**config.mk**
```make
export PLATFORM = sky130hd
export DESIGN_NAME = lcd_fb_writer
export DESIGN_NICKNAME = d
export VERILOG_FILES = /design/src/rtl/lcd_fb_writer.sv
export SDC_FILE = /design/constraint.sdc
export NUM_CORES = 1
export LEC_CHECK = 0
export BUFFER_PORTS_ARGS = -buffer_cell sky130_fd_sc_hd__buf_4
export CAP_MARGIN = 20
export CORE_ASPECT_RATIO = 2
export CORE_UTILIZATION = 28
export CTS_BUF_LIST = sky130_fd_sc_hd__clkbuf_4
export DETAILED_ROUTE_END_ITERATION = 10
export PLACE_DENSITY = 0.42
export SETUP_SLACK_MARGIN = 0.5
export SLEW_MARGIN = 25
export SYNTH_ARGS = -nofsm -noshare
export SYNTH_HDL_FRONTEND = slang
export SYNTH_SLANG_ARGS = --single-unit
```
**constraint.sdc**
```tcl
create_clock -name clk -period 6.3 [get_ports clk]
set_clock_uncertainty 0.15 [all_clocks]
set_input_delay 0.945 -clock clk [delete_from_list [all_inputs] [get_ports clk]]
set_output_delay 0.945 -clock clk [all_outputs]
set_load 0.005 [all_outputs]
```
**src/rtl/lcd_fb_writer.sv**
```systemverilog
// lcd_fb_writer: captures the WonderSwan Color LCD pixel bus and writes each
// pixel into the 36-bit packed framebuffer RAM (three 12-bit lanes per word).
// The whole block runs in the framebuffer write clock domain; all LCD inputs
// are oversampled through a flop synchronizer and edge-detected here.
//
// Handshake/timing contract: there is no backpressure. Each accepted pixel
// produces exactly one single-cycle wrEn pulse, SYNCSTAGES+2 clk cycles after
// the lcdClk rising edge, with wrAddr/wrData/wrLaneEn valid in that same cycle.
// frameDone pulses one cycle after the last write of the frame.
module lcd_fb_writer #(
  parameter int COLLEN     = 75,
  parameter int LINEPIXELS = 224,
  parameter int LINES      = 144,
  parameter int SYNCSTAGES = 2
) (
  input  logic        clk,
  input  logic        rst,
  input  logic        lcdClk,
  input  logic        lcdHsync,
  input  logic        lcdVsync,
  input  logic [11:0] lcdData,
  output logic        wrEn,
  output logic [13:0] wrAddr,
  output logic [35:0] wrData,
  output logic [2:0]  wrLaneEn,
  output logic        frameDone,
  output logic [7:0]  lineCnt,
  output logic        syncErr
);

  localparam int COL_W = (COLLEN > 1) ? $clog2(COLLEN) : 1;
  localparam int PX_W  = $clog2(LINEPIXELS + 1);

  typedef enum logic [1:0] {
    IDLE    = 2'd0,
    WAIT_HS = 2'd1,
    ACTIVE  = 2'd2
  } state_t;

  // ---------------------------------------------------------------------------
  // Input synchronizers. Bit 0 is the first stage, bit SYNCSTAGES-1 the last.
  // Data travels through the same number of stages as lcdClk so that the
  // sampled pixel is aligned with the detected clock edge.
  // ---------------------------------------------------------------------------
  logic [SYNCSTAGES-1:0] clk_sync;
  logic [SYNCSTAGES-1:0] hs_sync;
  logic [SYNCSTAGES-1:0] vs_sync;
  logic [11:0]           data_sync [SYNCSTAGES];
  logic                  clk_dly;
  logic                  hs_dly;
  logic                  vs_dly;

  // Shift asynchronous LCD inputs through the synchronizer chain.
  always_ff @(posedge clk) begin
    if (!rst) begin
      clk_sync <= '0;
      hs_sync  <= '0;
      vs_sync  <= '0;
      for (int i = 0; i < SYNCSTAGES; i++) begin
        data_sync[i] <= '0;
      end
    end else begin
      clk_sync     <= {clk_sync[SYNCSTAGES-2:0], lcdClk};
      hs_sync      <= {hs_sync[SYNCSTAGES-2:0], lcdHsync};
      vs_sync      <= {vs_sync[SYNCSTAGES-2:0], lcdVsync};
      data_sync[0] <= lcdData;
      for (int i = 1; i < SYNCSTAGES; i++) begin
        data_sync[i] <= data_sync[i-1];
      end
    end
  end

  // Keep one extra delayed copy of each control signal for edge detection.
  always_ff @(posedge clk) begin
    if (!rst) begin
      clk_dly <= 1'b0;
      hs_dly  <= 1'b0;
      vs_dly  <= 1'b0;
    end else begin
      clk_dly <= clk_sync[SYNCSTAGES-1];
      hs_dly  <= hs_sync[SYNCSTAGES-1];
      vs_dly  <= vs_sync[SYNCSTAGES-1];
    end
  end

  // ---------------------------------------------------------------------------
  // Registered rising-edge events plus the pixel captured with the clock edge.
  // ---------------------------------------------------------------------------
  logic        ev_px;
  logic        ev_hs;
  logic        ev_vs;
  logic [11:0] ev_data;

  // Register rising edges of the synchronized signals and the aligned pixel.
  always_ff @(posedge clk) begin
    if (!rst) begin
      ev_px   <= 1'b0;
      ev_hs   <= 1'b0;
      ev_vs   <= 1'b0;
      ev_data <= '0;
    end else begin
      ev_px   <= clk_sync[SYNCSTAGES-1] & ~clk_dly;
      ev_hs   <= hs_sync[SYNCSTAGES-1] & ~hs_dly;
      ev_vs   <= vs_sync[SYNCSTAGES-1] & ~vs_dly;
      ev_data <= data_sync[SYNCSTAGES-1];
    end
  end

  // ---------------------------------------------------------------------------
  // Capture FSM and counters.
  // ---------------------------------------------------------------------------
  state_t             state, state_n;
  logic [COL_W-1:0]   col, col_n;
  logic [1:0]         lane, lane_n;
  logic [PX_W-1:0]    px, px_n;
  logic [7:0]         line_cnt, line_n;
  logic [13:0]        line_base, base_n;
  logic               sync_err, err_n;
  logic               done_pend, done_n;
  logic               capture;
  logic               wr_en_n;
  logic [13:0]        wr_addr_n;
  logic [35:0]        wr_data_n;
  logic [2:0]         wr_lane_n;
  logic               wr_en_q;
  logic [13:0]        wr_addr_q;
  logic [35:0]        wr_data_q;
  logic [2:0]         wr_lane_q;
  logic               frame_done_q;

  // State, counters and registered write port outputs.
  always_ff @(posedge clk) begin
    if (!rst) begin
      state        <= IDLE;
      col          <= '0;
      lane         <= '0;
      px           <= '0;
      line_cnt     <= '0;
      line_base    <= '0;
      sync_err     <= 1'b0;
      done_pend    <= 1'b0;
      wr_en_q      <= 1'b0;
      wr_addr_q    <= '0;
      wr_data_q    <= '0;
      wr_lane_q    <= '0;
      frame_done_q <= 1'b0;
    end else begin
      state        <= state_n;
      col          <= col_n;
      lane         <= lane_n;
      px           <= px_n;
      line_cnt     <= line_n;
      line_base    <= base_n;
      sync_err     <= err_n;
      done_pend    <= done_n;
      wr_en_q      <= wr_en_n;
      wr_addr_q    <= wr_addr_n;
      wr_data_q    <= wr_data_n;
      wr_lane_q    <= wr_lane_n;
      frame_done_q <= done_pend;
    end
  end

  // Next-state logic: sync handling first, then the pixel capture on top of
  // whatever line position the sync handling left behind.
  always_comb begin
    state_n   = state;
    col_n     = col;
    lane_n    = lane;
    px_n      = px;
    line_n    = line_cnt;
    base_n    = line_base;
    err_n     = sync_err;
    done_n    = 1'b0;
    capture   = 1'b0;
    wr_en_n   = 1'b0;
    wr_addr_n = '0;
    wr_data_n = '0;
    wr_lane_n = '0;

    case (state)
      IDLE: begin
        if (ev_vs) begin
          state_n = WAIT_HS;
          line_n  = '0;
          base_n  = '0;
          col_n   = '0;
          lane_n  = '0;
          px_n    = '0;
        end
      end

      WAIT_HS: begin
        if (ev_vs) begin
          // A vsync anywhere but the very start of a frame is a sync error.
          if (line_cnt != 8'd0 || px != '0) err_n = 1'b1;
          line_n = '0;
          base_n = '0;
          col_n  = '0;
          lane_n = '0;
          px_n   = '0;
        end else if (ev_hs) begin
          state_n = ACTIVE;
          col_n   = '0;
          lane_n  = '0;
          px_n    = '0;
          capture = ev_px;
        end
      end

      ACTIVE: begin
        if (ev_vs) begin
          if (line_cnt != 8'd0 || px != '0) err_n = 1'b1;
          state_n = WAIT_HS;
          line_n  = '0;
          base_n  = '0;
          col_n   = '0;
          lane_n  = '0;
          px_n    = '0;
        end else if (ev_hs) begin
          // Line cut short: advance as if complete, hsync starts the next line.
          err_n = 1'b1;
          if (line_cnt == 8'(LINES - 1)) begin
            done_n  = 1'b1;
            state_n = IDLE;
          end else begin
            line_n  = line_cnt + 8'd1;
            base_n  = line_base + 14'(COLLEN);
            col_n   = '0;
            lane_n  = '0;
            px_n    = '0;
            capture = ev_px;
          end
        end else begin
          capture = ev_px;
        end
      end

      default: state_n = IDLE;
    endcase

    if (capture) begin
      wr_en_n   = 1'b1;
      wr_addr_n = base_n + 14'(col_n);
      wr_data_n = {3{ev_data}};
      wr_lane_n = 3'b100 >> lane_n;
      if (px_n == PX_W'(LINEPIXELS - 1)) begin
        // Last active pixel of the line: finish the line or the frame.
        px_n = PX_W'(LINEPIXELS);
        if (line_n == 8'(LINES - 1)) begin
          done_n  = 1'b1;
          state_n = IDLE;
        end else begin
          line_n  = line_n + 8'd1;
          base_n  = base_n + 14'(COLLEN);
          state_n = WAIT_HS;
        end
      end else begin
        px_n    = px_n + PX_W'(1);
        state_n = ACTIVE;
        if (col_n == COL_W'(COLLEN - 1)) begin
          col_n  = '0;
          lane_n = lane_n + 2'd1;
        end else begin
          col_n = col_n + COL_W'(1);
        end
      end
    end
  end

  assign wrEn      = wr_en_q;
  assign wrAddr    = wr_addr_q;
  assign wrData    = wr_data_q;
  assign wrLaneEn  = wr_lane_q;
  assign frameDone = frame_done_q;
  assign lineCnt   = line_cnt;
  assign syncErr   = sync_err;

endmodule
```
==> results of run 1 <==
-- sequential cells by signal, indices dropped and copies added (netlist names), 3 cells and up --
register	cells
data_sync	24
line_base	14
wrAddr	14
ev_data	12
wrData	12
lineCnt	8
px	8
col	7
wrLaneEn	3
-- Yosys cell counts, drive strengths merged, types with 18 or more instances --
library cell and n:
o21ai 27, buf 35, and3 26, clkbuf 18, and2 57, nor2 56
ha 19, inv 28, dfxtp 122, nand2 44, nand3 19, a21oi 37
-- worst max-delay path, stage by stage (launching register included) --
cell and delay, ns:
dfxtp_1 0.42, or4b_1 0.79, o31ai_1 0.34, a211o_2 0.44, nand2_1 0.18, inv_1 0.09
ha_1 0.21, nor4bb_1 0.26, buf_4 0.22, nand3_2 0.14, a41o_2 0.39, a21oi_1 0.46
nand3_1 0.14, a21oi_1 0.27
-- stage by stage --
stage / instance area (um2) / power (W) / instances / setup WS, ns
global route: 6805 / 0.001629 / 986 / 1.341
global placement: 6518 / 0.001001 / 953 / 1.815
CTS: 6797 / 0.001572 / 985 / 1.683
floorplan: 5868 / 0.0009539 / 657 / 2.209
detailed placement: 6518 / 0.001006 / 953 / 1.735
finish: 6805 / 0.001537 / 986 / 1.707
-- power breakdown --
part           total [W]  switching [W]  internal [W]  leakage (nW)
Combinational   0.000192       0.000134     0.0000587          1.64
Clock           0.000550       0.000316      0.000234         0.139
Sequential      0.000795     0.00000780      0.000787         0.991
Total            0.00154       0.000457       0.00108          2.77
-- routing by layer --
layer | vias to the layer above | GRT usage | wire, um
met1 | 2275 | 0.1375 | 5747
li1 | 2370 | - | -
met5 | - | 0 | 0
met2 | 130 | 0.2959 | 8636
met4 | 0 | 0.09439 | 604
met3 | 37 | 0.03140 | 519
-- worst max-delay path by stage --
stage | endpoint | cells past startpoint
after detailed placement | line_base[9] | 13
after global routing | line_base[9] | 14
after floorplan | wrAddr[8] | 20
after CTS | line_base[9] | 13
final | line_base[9] | 13
after global placement | line_base[9] | 13
-- layout make-up --
type                       instances  area share
antenna                            1   0.0003677
sequential                       122      0.3589
timing repair buffer              83     0.09156
clock buffer                      17     0.01875
clock inverter                    15     0.02225
tap                              266     0.04891
inverter                          28     0.01544
multi-input combinational        454      0.4438
-- cells in the final DEF, fill, tap and decap left out, types with 3 or more instances in the layout --
master,Yosys,layout
dfxtp_1,122,122
nand3_1,18,18
nand2b_1,4,4
nor3b_1,7,6
and2_1,56,56
clkinvlp_4,0,4
inv_1,27,27
or4_1,4,4
clkinv_4,0,3
nand4_1,6,6
clkbuf_4,0,17
nand2_1,42,42
nor2_1,55,55
and3_1,26,26
nor2b_1,10,10
a21oi_1,35,35
mux2i_1,3,3
xor2_1,15,15
nor3_1,10,10
o21a_1,3,3
ha_1,19,19
a21o_1,5,5
and4_1,3,3
a31oi_1,6,6
buf_4,26,83
nor4_1,3,3
o211ai_1,12,12
or3_1,8,8
nor4b_1,4,4
a211oi_1,4,4
xnor2_1,12,12
a211o_1,4,4
o21ai_0,24,24
-- kinds of logic after synthesis --
| logic type | count (synthesis) | share of synthesized area |
|---|---|---|
| AOI/OAI and AO/OA | 131 | 0.1610 |
| xor gates and xnor gates | 27 | 0.04030 |
| adders and majority gates | 20 | 0.04392 |
| buffers and inverters | 81 | 0.07207 |
| DFF | 122 | 0.4162 |
| muxes | 5 | 0.008955 |
| and+or+nand+nor | 271 | 0.2576 |
==> metrics.txt, run 1 <==
Clk Latency, worst-skew pair=0.55 ns; Post-synth EDFFs=0; initial antenna violation count=1; total gr overflow=0; smallest hold slack=0.2392 ns; status=completed; internal reg-to-reg setup slack=1.71 ns; Sequential Area=2442 um2; Hold WC Path Type=flop to flop; CTS Buf Count=17; # rows=74; crit path DAT=4.91 ns; syn_area_per_cell=8.932 um2; total negative slack=0 ns; maximum VDD drop=0.1516 mV; vias in the first global route=4872; cell area after synthesis=5868 um2; Ports=81; Worst Setup Start Kind=flop; full die area=21580 um2; flip-flop and latch count after synthesis=122; DRC=0; routability congestion estimate from global placement=0.7885; Hold Startpoint=hs_dly; Clk pin slew, worst setup/hold paths=0.12 ns; post-CTS sizing=0; area of the multi-input gates=3020 um2; TritonCTS Sinks=122; slew margin rel.=0.4252; routed len/inst=15.73 um; asr flop ratio synth=0; H-tree depth=4; Syn. warnings=0; Die X-Extent=104.4 um; Max Freq=0.2177 GHz; first-pass GRT wire length=24.68 mm; launch point of the critical path=lineCnt[4]; Period minus WS final=4.593 ns; post-synthesis cell type count=82; layout cell share with drive strength beyond 1=0.1961; WHS Endpoint=ev_hs; Fin. Hold Viols=0; Bufs on Longest Clock Path=2; Seq/Total Area, Yosys=0.4162; overall track demand over capacity in global routing=0.1500; final core utilization=0.3326; # nets final=743; largest area contributor in the netlist=dfxtp_1; hold buffers post-CTS=0; CP max FO=22; vias per cell=4.880; Final Slew Violations=0; HPWL after DPL=11.44 mm; DR vias=4812; worst hold stages=1; Synth area leaders=dfxtp_1 (42%), and2_1 (6.0%), ha_1 (4.1%); crit path kind=flop to flop; Die Ht=206.7 um; Pwr Density=225.9 nW/um2; port bufs=80; critical path capture point type=flop; worst reg2reg path depth=13; Static Leak=2.768 nW; # setup viols final=0; final WL=15.51 mm; ANT nets after route=0; Core Footprint=20460 um2; area delta synth->final=15.97%; slew at the pin with the worst max-slew slack=0.8532 ns; Worst R2R Start=lineCnt[4]; Starting Density=0.2868; largest net degree at the start of global routing=68; Cells after Synth=657; Syn Nets=694; number of max-cap violations=0; Final Cycle Share=0.7290; DRT iter0 DRCs=159; Layout fillers=2114; unrepaired setup endpoints after global routing=no; CTS tree=yes; Root Buffer Master=clkbuf_4; Req. time, crit path=6.62 ns; prevailing post-synth register cell=dfxtp_1; post-synth top area share=0.4162; Pre-antenna DRT Iters=4; R2R Path End=line_base[9]; post-CTS setup buffers=0
No activity file was read; power rests on OpenSTA's default activity.
==> run 2, diff against run 1 <==
Settings changed: ABC_AREA from default to 1.
Clock period 6.3 ns to 4.5 ns, I/O delays scaled along.
==> metrics.txt, run 2 <==
flip-flop and latch count after synthesis=122 (unchanged); ANT nets after route=0 (unchanged); post-synth top area share=0.4001 (-0.01612); # setup viols final=0 (unchanged); CP max FO=14 (-36%); post-route insts no fill=1236 (+25%); Die X-Extent=106.4 um (+2.0%); maximum VDD drop=0.2093 mV (+38%); Period minus WS final=3.599 ns (-0.9936 ns); largest area contributor in the netlist=dfxtp_1; Worst Setup Start Kind=flop; post-synthesis cell type count=47 (-43%); DR vias=5318 (+11%); TritonCTS Sinks=122 (unchanged); Starting Density=0.2841 (-0.002721); Cells after Synth=879 (+34%); Fin. Hold Viols=0 (unchanged); Pwr Density=326.3 nW/um2 (+44%); H-tree depth=4 (unchanged); number of max-cap violations=0 (unchanged); # rows=76 (+2.7%); slew margin rel.=0.5002 (+0.07500); Post-synth top cells=nand2_1 (228), inv_1 (155), dfxtp_1 (122); Static Leak=3.490 nW (+26%); Die Ht=210.8 um (+2.0%); initial antenna violation count=1 (unchanged); slew at the pin with the worst max-slew slack=0.7497 ns (-0.1035 ns); Final Slew Violations=0 (unchanged); Worst path slowest cell=dfxtp_2; most frequent cells in the layout=nand2_1 (228), inv_1 (153), dfxtp_1 (120), buf_4 (93), nor2_1 (92); routability congestion estimate from global placement=0.8233 (+4.4%); critical path capture point type=flop; Buf/Inv on CP=4 (+2); full die area=22430 um2 (+4.0%); layout cell share with drive strength beyond 1=0.1642 (-0.03186); max FFs per register=24 (unchanged); Core Footprint=21490 um2 (+5.0%); largest net degree at the start of global routing=72 (+5.9%); syn_area_per_cell=6.945 um2 (-22%); largest register by flop count=data_sync; setup ws final=0.9006 ns (-0.8064 ns); hold buffers post-CTS=0 (unchanged); Ports=81 (unchanged); crit path kind=flop to flop; xor/xnor share of the synthesized area=0.01148 (-0.02882); crit path DAT=3.89 ns (-1.02 ns); unrepaired setup endpoints after global routing=no; Final Cycle Share=0.7999 (+0.07083); Seq/Total Area, Yosys=0.4001 (-0.01612); Syn Nets=916 (+32%); overall track demand over capacity in global routing=0.1594 (+0.009373); port bufs=80 (unchanged); worst-path cell chain=ha_1 -> nand2_1 -> nor2_4 -> nand3_4 -> nand2_8 -> nand2_4 -> nand2_8 -> clkinvlp_4 -> buf_4 -> nor2_1 -> ha_1 -> nand2_1 -> inv_1 -> nand4_4 -> nor3_4 -> nand2_2 -> inv_2 -> nand2_1 -> o21ai_1 -> a21oi_1; Post-Synth Simple-Gate Area=0.3173 (+0.05971); Bufs on Longest Clock Path=2 (unchanged); vias per cell=4.303 (-12%); multiplexer area fraction after synthesis=0 (-0.008955); Clk pin slew, worst setup/hold paths=0.11 ns (about the same); largest family of logic cells by synthesized area=simple AND/OR/NAND/NOR gates; most common library cell in the layout ignoring fill and taps=nand2_1; area delta synth->final=18.45%; total gr overflow=0 (unchanged); Compound-Gate Fraction of Synth Area=0.08588 (-0.07510); total negative slack=0 ns (unchanged); most common cell in the synthesized netlist=nand2_1; HPWL after DPL=12.93 mm (+13%); Hold WC Path Type=primary input to flop; first-pass GRT wire length=27.03 mm (+9.5%); Req. time, crit path=4.79 ns (-1.83 ns); delay-heaviest family, CP=simple AND/OR/NAND/NOR gates; vias in the first global route=5292 (+8.6%); asr flop ratio synth=0 (unchanged); routed len/inst=13.39 um (-15%); Clk Latency, worst-skew pair=0.55 ns (about the same); Pre-antenna DRT Iters=6 (+2); Worst path most repeated cell=nand2_1; Post-synth EDFFs=0 (unchanged); cell area after synthesis=6105 um2 (+4.0%); Syn. warnings=0 (unchanged); Place WS=0.6602 ns (-1.075 ns); crit-path max cell delay=0.38 ns (-0.41 ns); prevailing post-synth register cell=dfxtp_1; Root Buffer Master=clkbuf_4; # nets final=987 (+33%); final WL=16.55 mm (+6.7%); DRT iter0 DRCs=116 (-27%); DRC=0 (unchanged); Max Freq=0.2778 GHz (+28%); CTS tree=yes; placed cell count=1201 (+26%); CTS Buf Count=17 (unchanged); status=completed; fraction of the mapped netlist area in adder cells=0.04222 (-0.001701); Synth area leaders=dfxtp_1 (40%), nand2_1 (14%), inv_1 (9.5%)
## run 2: changes by cell type in the layout (fill, tap and decap cells not counted), sizes merged, moves of 10 or more
cell	previous run	this run
nand3	19	49
buf	83	93
nand2	44	234
xnor2	12	1
nor2	56	102
and2	57	0
o211ai	14	0
inv	30	160
and3	26	1
nor2b	10	0
## run 2: cells by family (layout without fill, tap and decap cells)
kind of cell,count (synthesis),after routing
compound gates,95,95
xor+xnor,8,8
fa+ha+maj,20,20
buf+inv,202,285
flops,122,122
other cells,0,1
simple gates,432,432
## run 2: path summary, 6_finish.rpt
check | startpoint | end | slack, ns | cells past startpoint
max | lineCnt[1] | line_base[3] | 0.90 | 20
min | lcdData[7] | data_sync[0][7] | 0.16 | 3
max reg2reg | lineCnt[1] | line_base[3] | 0.90 | 20
min reg2reg | hs_dly | ev_hs | 0.24 | 1
## run 2: per-layer routing
metal  global-route usage  share of wire
met1               0.1537           0.37
met2               0.3144           0.57
met3              0.03641          0.035
met4              0.06755          0.029
met5                    0              0
## run 2: worst reg2reg max path: stages (launching register included)
cell and delay (ns):
dfxtp_2 0.38, ha_1 0.21, nand2_1 0.10, nor2_4 0.11, nand3_4 0.14, nand2_8 0.13, nand2_4 0.10, nand2_8 0.14
clkinvlp_4 0.16, buf_4 0.18, nor2_1 0.17, ha_1 0.22, nand2_1 0.06, inv_1 0.09, nand4_4 0.14, nor3_4 0.33
nand2_2 0.20, inv_2 0.22, nand2_1 0.10, o21ai_1 0.12, a21oi_1 0.06
## run 2: per-stage QoR
stage                     total power (W)  instance area (um2)  utilization  hold slack [ns]
after CTS                        0.002398                 7183       0.3342          0.08814
after global routing             0.002482                 7231       0.3365           0.1022
after detailed placement         0.001475                 6853       0.3189           0.2310
after global placement           0.001475                 6853       0.3189           0.2321
final                            0.002360                 7231       0.3365           0.1586
after floorplan                  0.001358                 6105            -           0.2181
## run 2: area by class of cell
class,instances,area [um2]
Antenna cell,1,2.502
Clock buffer,17,127.6
Clock inverter,14,202.7
Fill cell,2487,14260
Inverter,161,608.1
Multi-Input combinational cell,555,2805
Sequential cell,122,2445
Tap cell,273,341.6
Timing Repair Buffer,93,698.2
## run 2: repair_timing
| item | 4_1_cts | 5_1_grt |
|---|---|---|
| setup endpoints to repair | 0 | 5 |
| setup buffers | 0 | 3 |
| gates resized for setup | 0 | 7 |
## run 2: report_power, final
group | internal, W | total, W | leakage [nW] | switching (W)
sequential | 0.00110 | 0.00111 | 0.992 | 0.0000123
clock | 0.000487 | 0.000903 | 0.168 | 0.000416
combinational | 0.000110 | 0.000342 | 2.33 | 0.000231
total | 0.00170 | 0.00236 | 3.49 | 0.000660
==> run 3, diff against run 2 <==
Settings changed: ABC_AREA 1 to 0, PLACE_DENSITY 0.42 to 0.43.
Clock period 4.5 ns to 3.2 ns, I/O delays scaled along.
==> metrics.txt, run 3 (synthesis gave the netlist of run 1 again) <==
status=finished with violations; failing checks=setup timing; routed len/inst=15.40 um (+15%); TritonCTS Sinks=122 (unchanged); total chip power=0.003389 W (+44%); DR WL met3=450 um (-23%); worst hold stages=2 (-1); setup ws final=-0.1091 ns (-1.010 ns); full die area=21580 um2 (-3.8%); max FFs per register=24 (unchanged); total gr overflow=0 (unchanged); CTS Buf Count=17 (unchanged); Ports=81 (unchanged); Hold WC Path Type=primary input to flop; DRC=0 (unchanged); placed cell count=1058 (-12%); Clk Latency, worst-skew pair=0.53 ns (-0.02 ns); unrepaired setup endpoints after global routing=yes; DRT iter0 DRCs=141 (+22%); Bufs on Longest Clock Path=2 (unchanged); Worst Setup Start Kind=flop; Fin. Hold Viols=0 (unchanged); routability congestion estimate from global placement=0.8317 (+1.0%); Pwr Density=380.1 nW/um2 (+16%); largest net degree at the start of global routing=47 (-35%); Period minus WS final=3.309 ns (-0.2903 ns); HPWL after DPL=12.29 mm (-5.0%); R2R Path End=line_base[3]; ANT nets after route=0 (unchanged); initial antenna violation count=1 (unchanged); # rows=74 (-2.6%); Req. time, crit path=3.50 ns (-1.29 ns); post-route insts no fill=1141 (-7.7%); smallest hold slack=0.1718 ns (+0.01315 ns); Pre-antenna DRT Iters=6 (unchanged); total negative slack=-0.9995 ns (-0.9995 ns); Hold Startpoint=rst; CP max FO=7 (-7); Final Cycle Share=1.034 (+0.2342); worst reg2reg path depth=11 (-45%); Die X-Extent=104.4 um (-1.9%); DR vias=5444 (+2.4%); CTS tree=yes; met2 WL=10.03 mm (+6.7%); slew margin rel.=0.4674 (-0.03278); critical path capture point type=flop; final WL=17.58 mm (+6.2%); crit path DAT=3.61 ns (-0.28 ns); Max Freq=0.3022 GHz (+8.8%); Final Slew Violations=0 (unchanged); first-pass GRT wire length=26.92 mm (-0.44%); crit path kind=flop to flop; H-tree depth=4 (unchanged); Core Footprint=20460 um2 (-4.8%); layout cell share with drive strength beyond 1=0.4497 (+0.2854); # setup viols final=16 (+16); area delta synth->final=51.94%; slew at the pin with the worst max-slew slack=0.7878 ns (+0.03807 ns); largest register by flop count=data_sync; maximum VDD drop=0.2728 mV (+30%); number of max-cap violations=0 (unchanged); met1 WL=6.381 mm (+4.8%); Top Layer Used=met4; Starting Density=0.2868 (+0.002721); vias per cell=4.771 (+11%); final core utilization=0.4357 (+0.09928); Static Leak=3.692 nW (+5.8%); Die Ht=206.7 um (-1.9%); most frequent cells in the layout=buf_4 (196), dfxtp_1 (116), and2_1 (54), nor2_1 (48), nand2_1 (36); vias in the first global route=5478 (+3.5%); Worst R2R Start=lineCnt[5]; overall track demand over capacity in global routing=0.1619 (+0.002483); Root Buffer Master=clkbuf_4; # nets final=899 (-8.9%); most common library cell in the layout ignoring fill and taps=buf_4; WHS Endpoint=data_sync[0][9]; Clk pin slew, worst setup/hold paths=0.11 ns (about the same); internal reg-to-reg setup slack=-0.11 ns (-1.01 ns); port bufs=80 (unchanged)
[run 3: changes by cell type in the layout (fill, tap and decap cells not counted), moves of 24 or more]
cell / previous run / this run
and2_1: 0 / 54
nand3_1: 47 / 14
buf_4: 93 / 196
nand2_1: 228 / 36
inv_1: 153 / 18
buf_6: 0 / 24
nor2_1: 92 / 48
[run 3: power by group]
group | total (W) | leakage (nW) | switching [W] | internal [W]
registers | 0.00157 | 0.994 | 0.0000148 | 0.00155
clock network | 0.000977 | 0.129 | 0.000574 | 0.000403
logic | 0.000846 | 2.57 | 0.000438 | 0.000409
[run 3: layout make-up]
class                      instances  area [um2]
inverter                          28       117.6
sequential                       122        2450
clock buffer                      21       157.7
clock inverter                    10       78.83
timing repair buffer             238        1947
fill                            1991       11550
tap                              266       332.8
multi-input combinational        455        3830
antenna                            1       2.502
[run 3: repair_timing]
item                                    4_1_cts  5_1_grt
hold buffers                                 15        0
endpoints found under the hold margin        15        0
resized for setup                            48      125
gates cloned                                  1        0
setup buffers                                 9       26
endpoints found under the setup margin       52       55
pin swaps                                    28       55
[run 3: worst max-delay path, cell delays in order (launching register included)]
cell and delay (ns):
dfxtp_2 0.34, or4b_4 0.60, o31ai_4 0.23, a211o_4 0.24
and2_4 0.18, ha_4 0.14, nor4bb_4 0.24, nand3_2 0.16
a41o_4 0.34, buf_6 0.16, or3_4 0.33, a21oi_2 0.13
[run 3: worst max path at each step]
stage	startpoint	to	slack (ns)	cells past startpoint
2_1_floorplan	lineCnt[5]	wrAddr[10]	-0.42	20
3_3_place_gp	lineCnt[5]	wrAddr[11]	-0.42	13
3_5_place_dp	lineCnt[5]	wrAddr[11]	-0.53	13
4_1_cts	lineCnt[6]	wrAddr[10]	-0.22	16
5_1_grt	lineCnt[5]	wrAddr[8]	-0.27	17
6_report	lineCnt[5]	line_base[3]	-0.11	11
[run 3: metal layers]
metal / GRT usage / vias to the layer above
met1: 0.1479 / 2588
li1: - / 2685
met3: 0.02669 / 43
met2: 0.3243 / 128
met4: 0.1041 / 0
met5: 0 / -
[run 3: through the flow]
stage	cell area, um2	setup WS (ns)
final	8916	-0.1091
after detailed placement	7425	-0.5272
after floorplan	6015	-0.4230
after global placement	7425	-0.4186
after CTS	8122	-0.2215
after global routing	8916	-0.2750
